<file path="src/rtl/alu_seq_pkg.sv">
`default_nettype none
// ============================================================================
// Module   : alu_seq_pkg
// Brief    : Shared constants for the sequential multiply/divide controller.
// Revision : 1.0
// ============================================================================
package alu_seq_pkg;

  localparam int DEFAULT_WIDTH = 4;

  localparam logic [1:0] ST_IDLE = 2'd0;
  localparam logic [1:0] ST_RUN  = 2'd1;
  localparam logic [1:0] ST_DONE = 2'd2;

  localparam logic OP_MUL = 1'b0;
  localparam logic OP_DIV = 1'b1;

endpackage
`default_nettype wire

</file>
<file path="src/rtl/alu_seq_if.sv">
`default_nettype none
// ============================================================================
// Module   : alu_seq_if
// Brief    : Start/done request bus of the sequential multiply/divide unit.
// Revision : 1.0
// ============================================================================
interface alu_seq_if
  import alu_seq_pkg::*;
#(
  parameter int WIDTH = DEFAULT_WIDTH
);
  logic               start;
  logic               op;
  logic [WIDTH-1:0]   A;
  logic [WIDTH-1:0]   B;
  logic               busy;
  logic               done;
  logic [2*WIDTH-1:0] result;
  logic               div_by_zero;

  modport master (
    output start, op, A, B,
    input  busy, done, result, div_by_zero
  );

  modport slave (
    input  start, op, A, B,
    output busy, done, result, div_by_zero
  );
endinterface
`default_nettype wire

</file>
<file path="src/rtl/seq_addsub.sv">
`default_nettype none
// ============================================================================
// Module   : seq_addsub
// Brief    : Combinational WIDTH-bit adder/subtractor; co is carry (add) or
//            borrow, i.e. x < y (subtract).
// Revision : 1.0
// ============================================================================
module seq_addsub #(
  parameter int WIDTH = 4
) (
  input  wire logic [WIDTH-1:0] x,
  input  wire logic [WIDTH-1:0] y,
  input  wire logic             sub,
  output logic      [WIDTH-1:0] s,
  output logic                  co
);
  logic [WIDTH:0] w_sum;

  always_comb begin
    if (sub) w_sum = {1'b0, x} - {1'b0, y};
    else     w_sum = {1'b0, x} + {1'b0, y};
  end

  assign s  = w_sum[WIDTH-1:0];
  assign co = w_sum[WIDTH];
endmodule
`default_nettype wire

</file>
<file path="src/rtl/alu_seq_ctrl.sv">
`default_nettype none
// ============================================================================
// Module   : alu_seq_ctrl
// Brief    : Unsigned shift-add multiply / restoring divide sequencer sharing
//            one add/sub unit. Divide path enabled by macro ALU_SEQ_DIV_EN.
// Revision : 1.0
// ============================================================================
module alu_seq_ctrl
  import alu_seq_pkg::*;
#(
  parameter int WIDTH = DEFAULT_WIDTH
) (
  input  wire logic clk,
  input  wire logic reset,
  alu_seq_if.slave  bus
);
  localparam int CW = $clog2(WIDTH + 1);

  logic [1:0]         state_q, state_d;
  logic [CW-1:0]      cnt_q, cnt_d;
  logic [WIDTH-1:0]   acc_q, acc_d;     // hi (multiply) / R (divide)
  logic [WIDTH-1:0]   lo_q, lo_d;       // lo (multiply) / Q (divide)
  logic [WIDTH-1:0]   opnd_q, opnd_d;   // A (multiply) / B (divide)
  logic [2*WIDTH-1:0] result_q, result_d;

  logic [WIDTH-1:0]   add_x, add_s, hi_new, it_acc, it_lo;
  logic               add_co, add_sub, mul_carry;

`ifdef ALU_SEQ_DIV_EN
  logic               op_q, op_d;
  logic               dbz_q, dbz_d;
  logic [WIDTH-1:0]   sh_r, sh_q;

  assign sh_r    = {acc_q[WIDTH-2:0], lo_q[WIDTH-1]};
  assign sh_q    = {lo_q[WIDTH-2:0], 1'b0};
  assign add_sub = (op_q == OP_DIV);
  assign add_x   = add_sub ? sh_r : acc_q;
`else
  logic unused_op;
  assign unused_op = bus.op;
  assign add_sub   = 1'b0;
  assign add_x     = acc_q;
`endif

  seq_addsub #(.WIDTH(WIDTH)) u_addsub (
    .x   (add_x),
    .y   (opnd_q),
    .sub (add_sub),
    .s   (add_s),
    .co  (add_co)
  );

  // One iteration of whichever algorithm is in flight.
  always_comb begin
    hi_new    = lo_q[0] ? add_s : acc_q;
    mul_carry = lo_q[0] & add_co;
    it_acc    = {mul_carry, hi_new[WIDTH-1:1]};
    it_lo     = {hi_new[0], lo_q[WIDTH-1:1]};
`ifdef ALU_SEQ_DIV_EN
    if (add_sub) begin
      it_acc = add_co ? sh_r : add_s;
      it_lo  = {sh_q[WIDTH-1:1], ~add_co};
    end
`endif
  end

  always_ff @(posedge clk) begin
    if (reset) begin
      state_q  <= ST_IDLE;
      cnt_q    <= '0;
      acc_q    <= '0;
      lo_q     <= '0;
      opnd_q   <= '0;
      result_q <= '0;
`ifdef ALU_SEQ_DIV_EN
      op_q     <= OP_MUL;
      dbz_q    <= 1'b0;
`endif
    end else begin
      state_q  <= state_d;
      cnt_q    <= cnt_d;
      acc_q    <= acc_d;
      lo_q     <= lo_d;
      opnd_q   <= opnd_d;
      result_q <= result_d;
`ifdef ALU_SEQ_DIV_EN
      op_q     <= op_d;
      dbz_q    <= dbz_d;
`endif
    end
  end

  always_comb begin
    state_d  = state_q;
    cnt_d    = cnt_q;
    acc_d    = acc_q;
    lo_d     = lo_q;
    opnd_d   = opnd_q;
    result_d = result_q;
`ifdef ALU_SEQ_DIV_EN
    op_d     = op_q;
    dbz_d    = dbz_q;
`endif
    case (state_q)
      ST_IDLE: begin
        if (bus.start) begin
          state_d  = ST_RUN;
          cnt_d    = CW'(WIDTH);
          acc_d    = '0;
          lo_d     = bus.B;
          opnd_d   = bus.A;
          result_d = '0;
`ifdef ALU_SEQ_DIV_EN
          op_d     = bus.op;
          dbz_d    = 1'b0;
          if (bus.op == OP_DIV) begin
            lo_d   = bus.A;
            opnd_d = bus.B;
            if (bus.B == '0) begin
              state_d  = ST_DONE;
              cnt_d    = '0;
              result_d = {bus.A, {WIDTH{1'b1}}};
              dbz_d    = 1'b1;
            end
          end
`endif
        end
      end
      ST_RUN: begin
        acc_d = it_acc;
        lo_d  = it_lo;
        cnt_d = cnt_q - CW'(1);
        if (cnt_q == CW'(1)) begin
          state_d  = ST_DONE;
          result_d = {it_acc, it_lo};
        end
      end
      ST_DONE: state_d = ST_IDLE;
      default: state_d = ST_IDLE;
    endcase
  end

  always_comb begin
    bus.busy   = (state_q != ST_IDLE);
    bus.done   = (state_q == ST_DONE);
    bus.result = result_q;
`ifdef ALU_SEQ_DIV_EN
    bus.div_by_zero = dbz_q;
`else
    bus.div_by_zero = 1'b0;
`endif
  end
endmodule
`default_nettype wire

</file>
<file path="src/flat_wrapper.sv">
// flat-port wrapper written by rule: the top's interface ports become plain ports
module alu_seq_ctrl_flat import alu_seq_pkg::*;
#(
  parameter int WIDTH = DEFAULT_WIDTH
)
  (clk, reset, bus_start, bus_op, bus_A, bus_B, bus_busy, bus_done, bus_result, bus_div_by_zero);
  alu_seq_if #(.WIDTH(WIDTH)) bus_i ();
  input  wire logic clk;
  input  wire logic reset;
  input wire logic [$bits(bus_i.start)-1:0] bus_start;
  input wire logic [$bits(bus_i.op)-1:0] bus_op;
  input wire logic [$bits(bus_i.A)-1:0] bus_A;
  input wire logic [$bits(bus_i.B)-1:0] bus_B;
  output wire logic [$bits(bus_i.busy)-1:0] bus_busy;
  output wire logic [$bits(bus_i.done)-1:0] bus_done;
  output wire logic [$bits(bus_i.result)-1:0] bus_result;
  output wire logic [$bits(bus_i.div_by_zero)-1:0] bus_div_by_zero;
  assign bus_i.start = bus_start;
  assign bus_i.op = bus_op;
  assign bus_i.A = bus_A;
  assign bus_i.B = bus_B;
  assign bus_busy = bus_i.busy;
  assign bus_done = bus_i.done;
  assign bus_result = bus_i.result;
  assign bus_div_by_zero = bus_i.div_by_zero;
  alu_seq_ctrl #(.WIDTH(WIDTH)) u_core (.clk(clk), .reset(reset), .bus(bus_i));
endmodule
</file>
<file path="config.mk">
export PLATFORM = sky130hd
export DESIGN_NAME = alu_seq_ctrl_flat
export DESIGN_NICKNAME = d
export VERILOG_FILES = /design/src/rtl/alu_seq_pkg.sv /design/src/rtl/alu_seq_if.sv /design/src/rtl/seq_addsub.sv /design/src/rtl/alu_seq_ctrl.sv /design/src/flat_wrapper.sv
export SDC_FILE = /design/constraint.sdc
export NUM_CORES = 1
export LEC_CHECK = 0
export BUFFER_PORTS_ARGS = -buffer_cell sky130_fd_sc_hd__buf_2
export CAP_MARGIN = 20
export CORE_ASPECT_RATIO = 1.4
export CORE_UTILIZATION = 58
export DETAILED_ROUTE_END_ITERATION = 16
export PLACE_DENSITY = 0.95
export SLEW_MARGIN = 20
export SYNTH_ARGS = -nofsm -noshare
export SYNTH_HDL_FRONTEND = slang
export SYNTH_SLANG_ARGS = --single-unit
</file>
<file path="constraint.sdc">
create_clock -name clk -period 2.6 [get_ports clk]
set_input_delay 0.65 -clock clk [delete_from_list [all_inputs] [get_ports clk]]
set_output_delay 0.65 -clock clk [all_outputs]
set_load 0.1 [all_outputs]
</file>
* Word-level counts from Yosys, hierarchy flattened *
Cells that the tools add are included.

storage, ports and cells
  output and inout port bits = 11
  register bits = 25
  word-level logic and storage cells = 34
  input bits = 12

cells by class
  $add $sub $neg = 2
  bitwise gates (word level) = 1
  multiplexer cells = 13
  reduce and logical (&&, ||, !) cells = 7
  eq/ne operators = 5

operators with widths
  operator                                          count
  two-way mux 8 bit                                 2
  one-hot mux 4 bit (2 select lines)                2
  one-hot mux 8 bit (2 select lines)                1
  two-way mux 4 bit                                 3
  one-hot mux 3 bit (2 select lines)                1
  AND reduction 2 bit                               3
  adder 4 x 4 -> 5 bit                              1
  two-way mux 2 bit                                 2
  one-hot mux 2 bit (2 select lines)                1
  nonzero test 2 bit                                2
  == test 3 x 1 -> 1 bit, second input constant     1
  two-way mux 3 bit                                 1
  AND reduction 3 bit                               1
  subtractor 3 x 1 -> 3 bit, second input constant  1
  == test 2 x 1 -> 1 bit, second input constant     1
  == test 2 bit, second input constant              1
  zero test 2 bit                                   1
  != test 2 x 1 -> 1 bit, second input constant     1
  != test 2 bit, second input constant              1
  AND 1 bit                                         1

* Logic depth before layout (Yosys ltp) *
Gate-level depths: netlist of the first run.

  depth in word-level cells = 4
  depth in mapped cells = 7
  mapped depth without buffers = 7

* Hierarchy *
From an unflattened synthesis of the first run, not the netlist that was laid out.

second synthesis, totals
  cell total of the unflattened synthesis = 131
  area total of the unflattened synthesis = 1,283.7 um^2

by module, submodules not included
  module        area each (um^2)  times used  seq. area each (um^2)  cells an instance
  alu_seq_ctrl  1,074.8           1           500.5                  104
  seq_addsub    209.0             1           0.0                    27

* Worst setup path after synthesis of the first run *
OpenSTA, ideal clock, no wires.

  kind = register to output
  start point = register u_core.state_q[1]
  end point = output bus_done
  stages on the path, launching flop included = 3
  path buffers = 1
  slack = -0.040 ns
  required time = 1.950 ns
  arrival time = 1.990 ns
  cells stage by stage = dfxtp_1 clkbuf_1 nor2b_1

between the ends
  longest elaborated chain between the ends = 1

RTL lines
  item                    line                 source
  start, declared         alu_seq_ctrl.sv:19   logic [1:0] state_q, state_d;
  start signal, assigned  alu_seq_ctrl.sv:80   state_q <= state_d;
  == test 2 bit           alu_seq_ctrl.sv:145  bus.done = (state_q == ST_DONE);
  end, declared           flat_wrapper.sv:15   output wire logic [$bits(bus_i.done)-1:0] bus_done;

Every way passes these cells.

* Worst setup path in the final report of the first run *
Same ends and word-level chain as after synthesis.

==> impl_results.md, run 1 <==
- Sequential Power Share: 0.577
- Sw power: 0.000228 W
- Row cnt: 19
- Initial Util: 0.624
- F_max: 460 MHz
- Register area: 500 sq um
- Die H: 56.8 um
- Routability cong.: 0.801
- Syn nets: 175
- Post-CTS Setup Inserts: 0
- DR vias/cell: 5.81
- Top_reg_cell synth: dfxtp_1
- Fin. Hold Viols: 0
- Pint: 0.000508 W
- Number of remaining DRC errors: 0
- Synth Register Bits: 25
- Pwr/cell area: 542 nW/um^2
- Synth area leaders: dfxtp_1, a21oi_1, nor2_1
- Switching Share: 0.310
- First-pass GRT wire length: 4360 um
- Final setup margin: 0.425 ns
- Synth warn: 0
- Worst min-delay path class: reg2reg
- Clock share of power: 0.234
- Logic gate share of total power: 0.189
- PortBufs: 20
- Area share of the largest cell type after synthesis: 0.402
- Worst-path clk slew: 0.13 ns
- Num Clock Sinks: 25
- Worst hold slack: 0.469 ns
- Antenna-violating nets left: 0
- CP Launch Type: flop
- TritonCTS clock tree: yes
- Fill count: 170
- Placed cells: 188
- Nets: 191
- Final HPWL DP: 1930 um
- Setup violators final: 0
- Largest area contributor in the netlist: dfxtp_1
- Critical path endpoint category: output pin
- Gr ovfl total: 0
- Number of flops mapped to enable cells by yosys: 0
- Multi-input logic area: 679 sq um
- Routed wire per std cell: 13.5 um
- CP peak stage delay: 0.58 ns
- Worst VDD drop: 0.444 mV
- Starting DRC count in detailed routing: 50
- WP data arrival: 1.53 ns
- Final Cycle Share: 0.837
- Largest net degree at the start of global routing: 27
- Max-cap violations: 0
- Root Buffer: clkbuf_4
- Vias in the first global route: 1072
- Layout area overhead: 8.84%
- DRT Wirelength: 2600 um
- Pre-CTS setup slack: 0.655 ns
- Post-layout min period: 2.18 ns
- Global-route usage over all layers: 0.262
- TritonRoute pass-1 iters: 4
- Core ar.: 2000 sq um
- I/O pin count: 23
- Buffer levels on the longest clock path: 2
- Latest clock arrival within the worst-skew pair: 0.32 ns
- Hold_buf cts: 0
- Leakage: 0.584 nW
- Status: finished clean
- Sequential area share after synthesis: 0.402
- Critical Path RT: 1.95 ns
- Worst-path cell chain: nor2b_2, buf_2
- Slowest library cell on the worst path: dfxtp_1
- Clock buffer count from CTS: 3
- Fraction of layout cells with a size suffix above 1: 0.164
- Post-synth cell types: 32
- Cells after Synth: 156
- Count of cells resized by post-cts repair: 0
- Mapped cell area: 1250 sq um
- Htree depth: 1
- Max Clock Skew: 0.00288 ns
- Die X: 41.2 um
- Initial antenna violation count: 0
- Antenna fix cells: 0
- Crit Path Class: reg2out
- Syn Area/Cell: 7.99 sq um
- Crit-path max FO: 12
- DIE AREA: 2340 sq um
- Via Count: 1116
- Post-synth ARST share: 0
- RSZ-0062 raised after global routing: no
- Pins over their slew limit: 0
- Final setup TNS: 0 ns
- Post-Layout Cell Count: 192
through the flow:
stage / util / instance area (sq um) / total power (W)
floorplan: - / 1250 / 0.000542
global placement: 0.665 / 1330 / 0.000562
detailed placement: 0.665 / 1330 / 0.000569
CTS: 0.679 / 1360 / 0.000737
global route: 0.679 / 1360 / 0.000767
finish: 0.679 / 1360 / 0.000736
power by group through the flow:
stage	clock network (W)	logic [W]	registers, W
final	0.000172	0.000139	0.000425
after global routing	0.000188	0.000152	0.000427
after global placement	0	0.000131	0.000431
after CTS	0.000175	0.000138	0.000424
after detailed placement	0	0.000137	0.000432
after floorplan	0	0.000116	0.000427
cells in the final DEF (no fill, tap or decap):
cell type,netlist,final
nor2_1,25,25
dfxtp_1,25,25
a21oi_1,21,21
buf_2,1,20
nand2_1,19,19
inv_1,6,6
ha_1,6,6
nand3b_1,5,5
nand2b_1,5,5
nor2b_1,6,5
nor3_1,4,4
mux2i_1,3,3
o21ai_0,3,3
a22oi_1,3,3
clkbuf_4,0,3
a21o_1,2,2
nor2b_2,0,1
or2_2,1,1
nand4bb_1,1,1
nand3_1,1,1
xnor2_1,1,1
a211oi_1,1,1
a31oi_1,1,1
nor3b_2,1,1
o21a_1,1,1
o211ai_1,1,1
or3_1,1,1
mux2_2,1,1
xor2_1,1,1
fa_1,1,1
conb_1,1,1
clkinv_2,0,1
synth_stat cells (all sizes together), types with 2 or more instances:
cell type	number
dfxtp	25
nor2	25
a21oi	21
nand2	19
clkbuf	6
ha	6
inv	6
nor2b	6
nand2b	5
nand3b	5
nor3	4
a22oi	3
buf	3
mux2i	3
o21ai	3
a21o	2
metal layers:
layer | track usage | up-vias | part of all wire
met5 | 0 | - | 0
met4 | 0.129 | 0 | 0.029
met3 | 0.0316 | 9 | 0.037
met2 | 0.433 | 35 | 0.55
met1 | 0.311 | 524 | 0.38
li1 | - | 548 | -
state kept, by name, indices dropped and copies added (netlist names):
register / flops
u_core.bus.result: 8
u_core.state_q: 2
u_core.lo_q: 4
u_core.opnd_q: 4
u_core.acc_q: 4
u_core.cnt_q: 3
path summary, 6_finish.rpt:
check | start | cells after the start | end | slack, ns
setup / recovery | u_core.state_q[1] | 2 | bus_done | 0.42
hold / removal | u_core.bus.result[6] | 2 | u_core.bus.result[6] | 0.47
setup reg to reg | u_core.acc_q[0] | 7 | u_core.bus.result[5] | 0.79
hold reg to reg | u_core.bus.result[6] | 2 | u_core.bus.result[6] | 0.47
cell families (layout without fill, tap and decap cells):
family / Yosys count / count (layout) / share of synthesized area
xor+xnor: 2 / 2 / 0.0141
other cells: 1 / 1 / 0.00301
flops: 25 / 25 / 0.402
fa+ha+maj: 7 / 7 / 0.0763
simple gates: 69 / 69 / 0.267
buf+inv: 15 / 30 / 0.0552
mux: 4 / 4 / 0.0331
compound gates: 33 / 33 / 0.150
layout make-up:
cell class              count  share of cell area
flip-flops and latches     25               0.369
clock inverters             1             0.00369
clock buffers               3              0.0166
well taps                  21              0.0194
inverters                   6              0.0166
multi-input cells         116               0.501
repair buffers             20              0.0738
critical path, delay by kind of cell, from the launching register on:
family,cells,cell delay (ns)
AND/OR/NAND/NOR,1,0.21
flip-flops,1,0.58
buffers and inverters,1,0.42
(Power assumes the default switching activity.)
==> run 2, diff against run 1 <==
--- a/config.mk
+++ b/config.mk
@@ -8,9 +8,9 @@
 export BUFFER_PORTS_ARGS = -buffer_cell sky130_fd_sc_hd__buf_2
 export CAP_MARGIN = 20
 export CORE_ASPECT_RATIO = 1.4
-export CORE_UTILIZATION = 58
+export CORE_UTILIZATION = 48
 export DETAILED_ROUTE_END_ITERATION = 16
-export PLACE_DENSITY = 0.95
+export PLACE_DENSITY = 0.85
 export SLEW_MARGIN = 20
 export SYNTH_ARGS = -nofsm -noshare
 export SYNTH_HDL_FRONTEND = slang
==> constraint.sdc (replaced) <==
create_clock -name clk -period 2 [get_ports clk]
set_input_delay 0.5 -clock clk [delete_from_list [all_inputs] [get_ports clk]]
set_output_delay 0.5 -clock clk [all_outputs]
set_load 0.1 [all_outputs]
==> impl_results.md, run 2 (synthesis gave the netlist of run 1 again) <==
- TritonRoute pass-1 iters: 4 (unchanged)
- RSZ-0062 raised after global routing: no
- PortBufs: 20 (unchanged)
- M1 GR Usage: 0.267 (-0.0442)
- Buffer levels on the longest clock path: 2 (unchanged)
- Max reg flops: 8 (unchanged)
- Status: finished clean
- WP data arrival: 1.39 ns (-0.14 ns)
- Critical path endpoint category: output pin
- Reg-to-Reg End: u_core.bus.result[5]
- Critical Path RT: 1.50 ns (-0.45 ns)
- TritonCTS clock tree: yes
- Row cnt: 21 (+2)
- Die H: 62.3 um (+9.6%)
- Routability cong.: 0.763 (-4.7%)
- Via Count: 1094 (-2.0%)
- Core ar.: 2420 sq um (+21%)
- Commonest non-fill, non-tap cell in the layout: nor2_1
- Antenna-violating nets left: 0 (unchanged)
- R2R Setup Slk: 0.23 ns (-0.56 ns)
- Post-layout min period: 1.89 ns
- Pwr/cell area: 688 nW/um^2 (+27%)
- Antenna fix cells: 0 (unchanged)
- Nets: 192 (+0.52%)
- Met3 GRT Util: 0.0174 (-0.0142)
- Worst min-delay path class: in2reg
- Fraction of layout cells with a size suffix above 1: 0.169 (+0.00486)
- Vias in the first global route: 989 (-7.7%)
- Root Buffer: clkbuf_4
- Hold_buf cts: 0 (unchanged)
- First-pass GRT wire length: 4390 um (+0.64%)
- Routed wire per std cell: 12.6 um (-7.0%)
- Layout area overhead: 11.1%
- Num Clock Sinks: 25 (unchanged)
- I/O pin count: 23 (unchanged)
- Pins over their slew limit: 0 (unchanged)
- Crit path from: u_core.state_q[0]
- Initial Util: 0.516 (-0.109)
- Reg2reg start: u_core.acc_q[0]
- DR vias/cell: 5.31 (-8.6%)
- Post-CTS Setup Inserts: 0 (unchanged)
- Worst-path clk slew: 0.12 ns (about the same)
- Number of remaining DRC errors: 0 (unchanged)
- Latest clock arrival within the worst-skew pair: 0.31 ns (about the same)
- Fin. Hold Viols: 0 (unchanged)
- Max-cap violations: 0 (unchanged)
- Initial antenna violation count: 0 (unchanged)
- Htree depth: 1 (unchanged)
- Post-Layout Cell Count: 206 (+7.3%)
- Setup violators final: 0 (unchanged)
- Clock buffer count from CTS: 3 (unchanged)
- GR met2 Demand/Resource: 0.342 (-0.0906)
- Commonest non-fill, non-tap cells in the layout: nor2_1, dfxtp_1, a21oi_1
- CP Launch Type: flop
- Worst VDD drop: 0.405 mV (-8.6%)
- Leakage: 0.586 nW (+0.42%)
- Crit Path Class: reg2out
- Gr ovfl total: 0 (unchanged)
- Final HPWL DP: 1940 um (+0.55%)
- Max Clock Skew: 0.00259 ns (-0.000283 ns)
- Global-route usage over all layers: 0.210 (-0.0520)
- Most utilized layer in the global route result: met2
- Final setup TNS: 0 ns (unchanged)
- Starting DRC count in detailed routing: 39 (-22%)
- Placed cells: 202 (+7.4%)
- F_max: 529 MHz
- Reg2Reg Depth: 7 (unchanged)
- Final Cycle Share: 0.945
- Crit path to: bus_busy
- Largest net degree at the start of global routing: 27 (unchanged)
- Crit-path max FO: 14 (+2)
- DRT Wirelength: 2590 um (-0.23%)
- DIE AREA: 2810 sq um (+20%)
- Die X: 45.1 um (+9.4%)
-- run 2: changes by cell type in the layout (fill, tap and decap cells not counted), sizes merged --
cell / before / now
clkbuf: 3 / 5
clkinv: 1 / 0
-- run 2: worst min path at each step --
stage / start / end / slack [ns] / cells after the start
after global routing: bus_A[1] / u_core.opnd_q[1] / 0.40 / 3
after global placement: u_core.bus.result[3] / u_core.bus.result[3] / 0.44 / 2
final: bus_A[0] / u_core.opnd_q[0] / 0.41 / 3
after CTS: bus_A[1] / u_core.opnd_q[1] / 0.41 / 3
after detailed placement: u_core.bus.result[4] / u_core.bus.result[4] / 0.45 / 2
after floorplan: u_core.opnd_q[0] / u_core.opnd_q[0] / 0.44 / 2
-- run 2: area by class of cell --
cell class / instances / area (sq um)
Inverter: 6 / 22.5
Tap cell: 34 / 42.5
Sequential cell: 25 / 502
Multi-Input combinational cell: 116 / 679
Clock buffer: 4 / 26.3
Timing Repair Buffer: 21 / 113
Fill cell: 230 / 1030
-- run 2: metrics by stage --
stage | instance area, sq um | util | hold WS [ns] | setup slack (ns) | power [W]
finish | 1390 | 0.573 | 0.409 | 0.110 | 0.000953
global route | 1390 | 0.573 | 0.404 | 0.0313 | 0.00101
CTS | 1380 | 0.571 | 0.406 | 0.000381 | 0.000956
detailed placement | 1350 | 0.560 | 0.447 | 0.242 | 0.000745
global placement | 1350 | 0.560 | 0.440 | 0.308 | 0.000733
floorplan | 1250 | - | 0.441 | 0.0215 | 0.000705
-- run 2: where the power goes --
| part | total (W) | internal (W) | switching (W) |
|---|---|---|---|
| combinational | 0.000184 | 0.0000664 | 0.000118 |
| clock | 0.000216 | 0.0000780 | 0.000138 |
| sequential | 0.000552 | 0.000522 | 0.0000297 |
| total | 0.000953 | 0.000667 | 0.000286 |
-- run 2: critical path, cell delays in order (launching register included) --
cell and delay (ns):
dfxtp_1 0.61, nor2_1 0.11, inv_1 0.07, buf_4 0.28
-- run 2: repair_timing --
action,in CTS,in global routing
setup endpoints to repair,1,1
resized for setup,1,2
gates cloned,0,0
endpoints found under the hold margin,0,0
-- run 2: routing by layer --
layer | share of wire | up-vias
met2 | 0.55 | 29
met3 | 0.032 | 7
met1 | 0.39 | 504
met5 | 0 | -
met4 | 0.027 | 0
li1 | - | 554
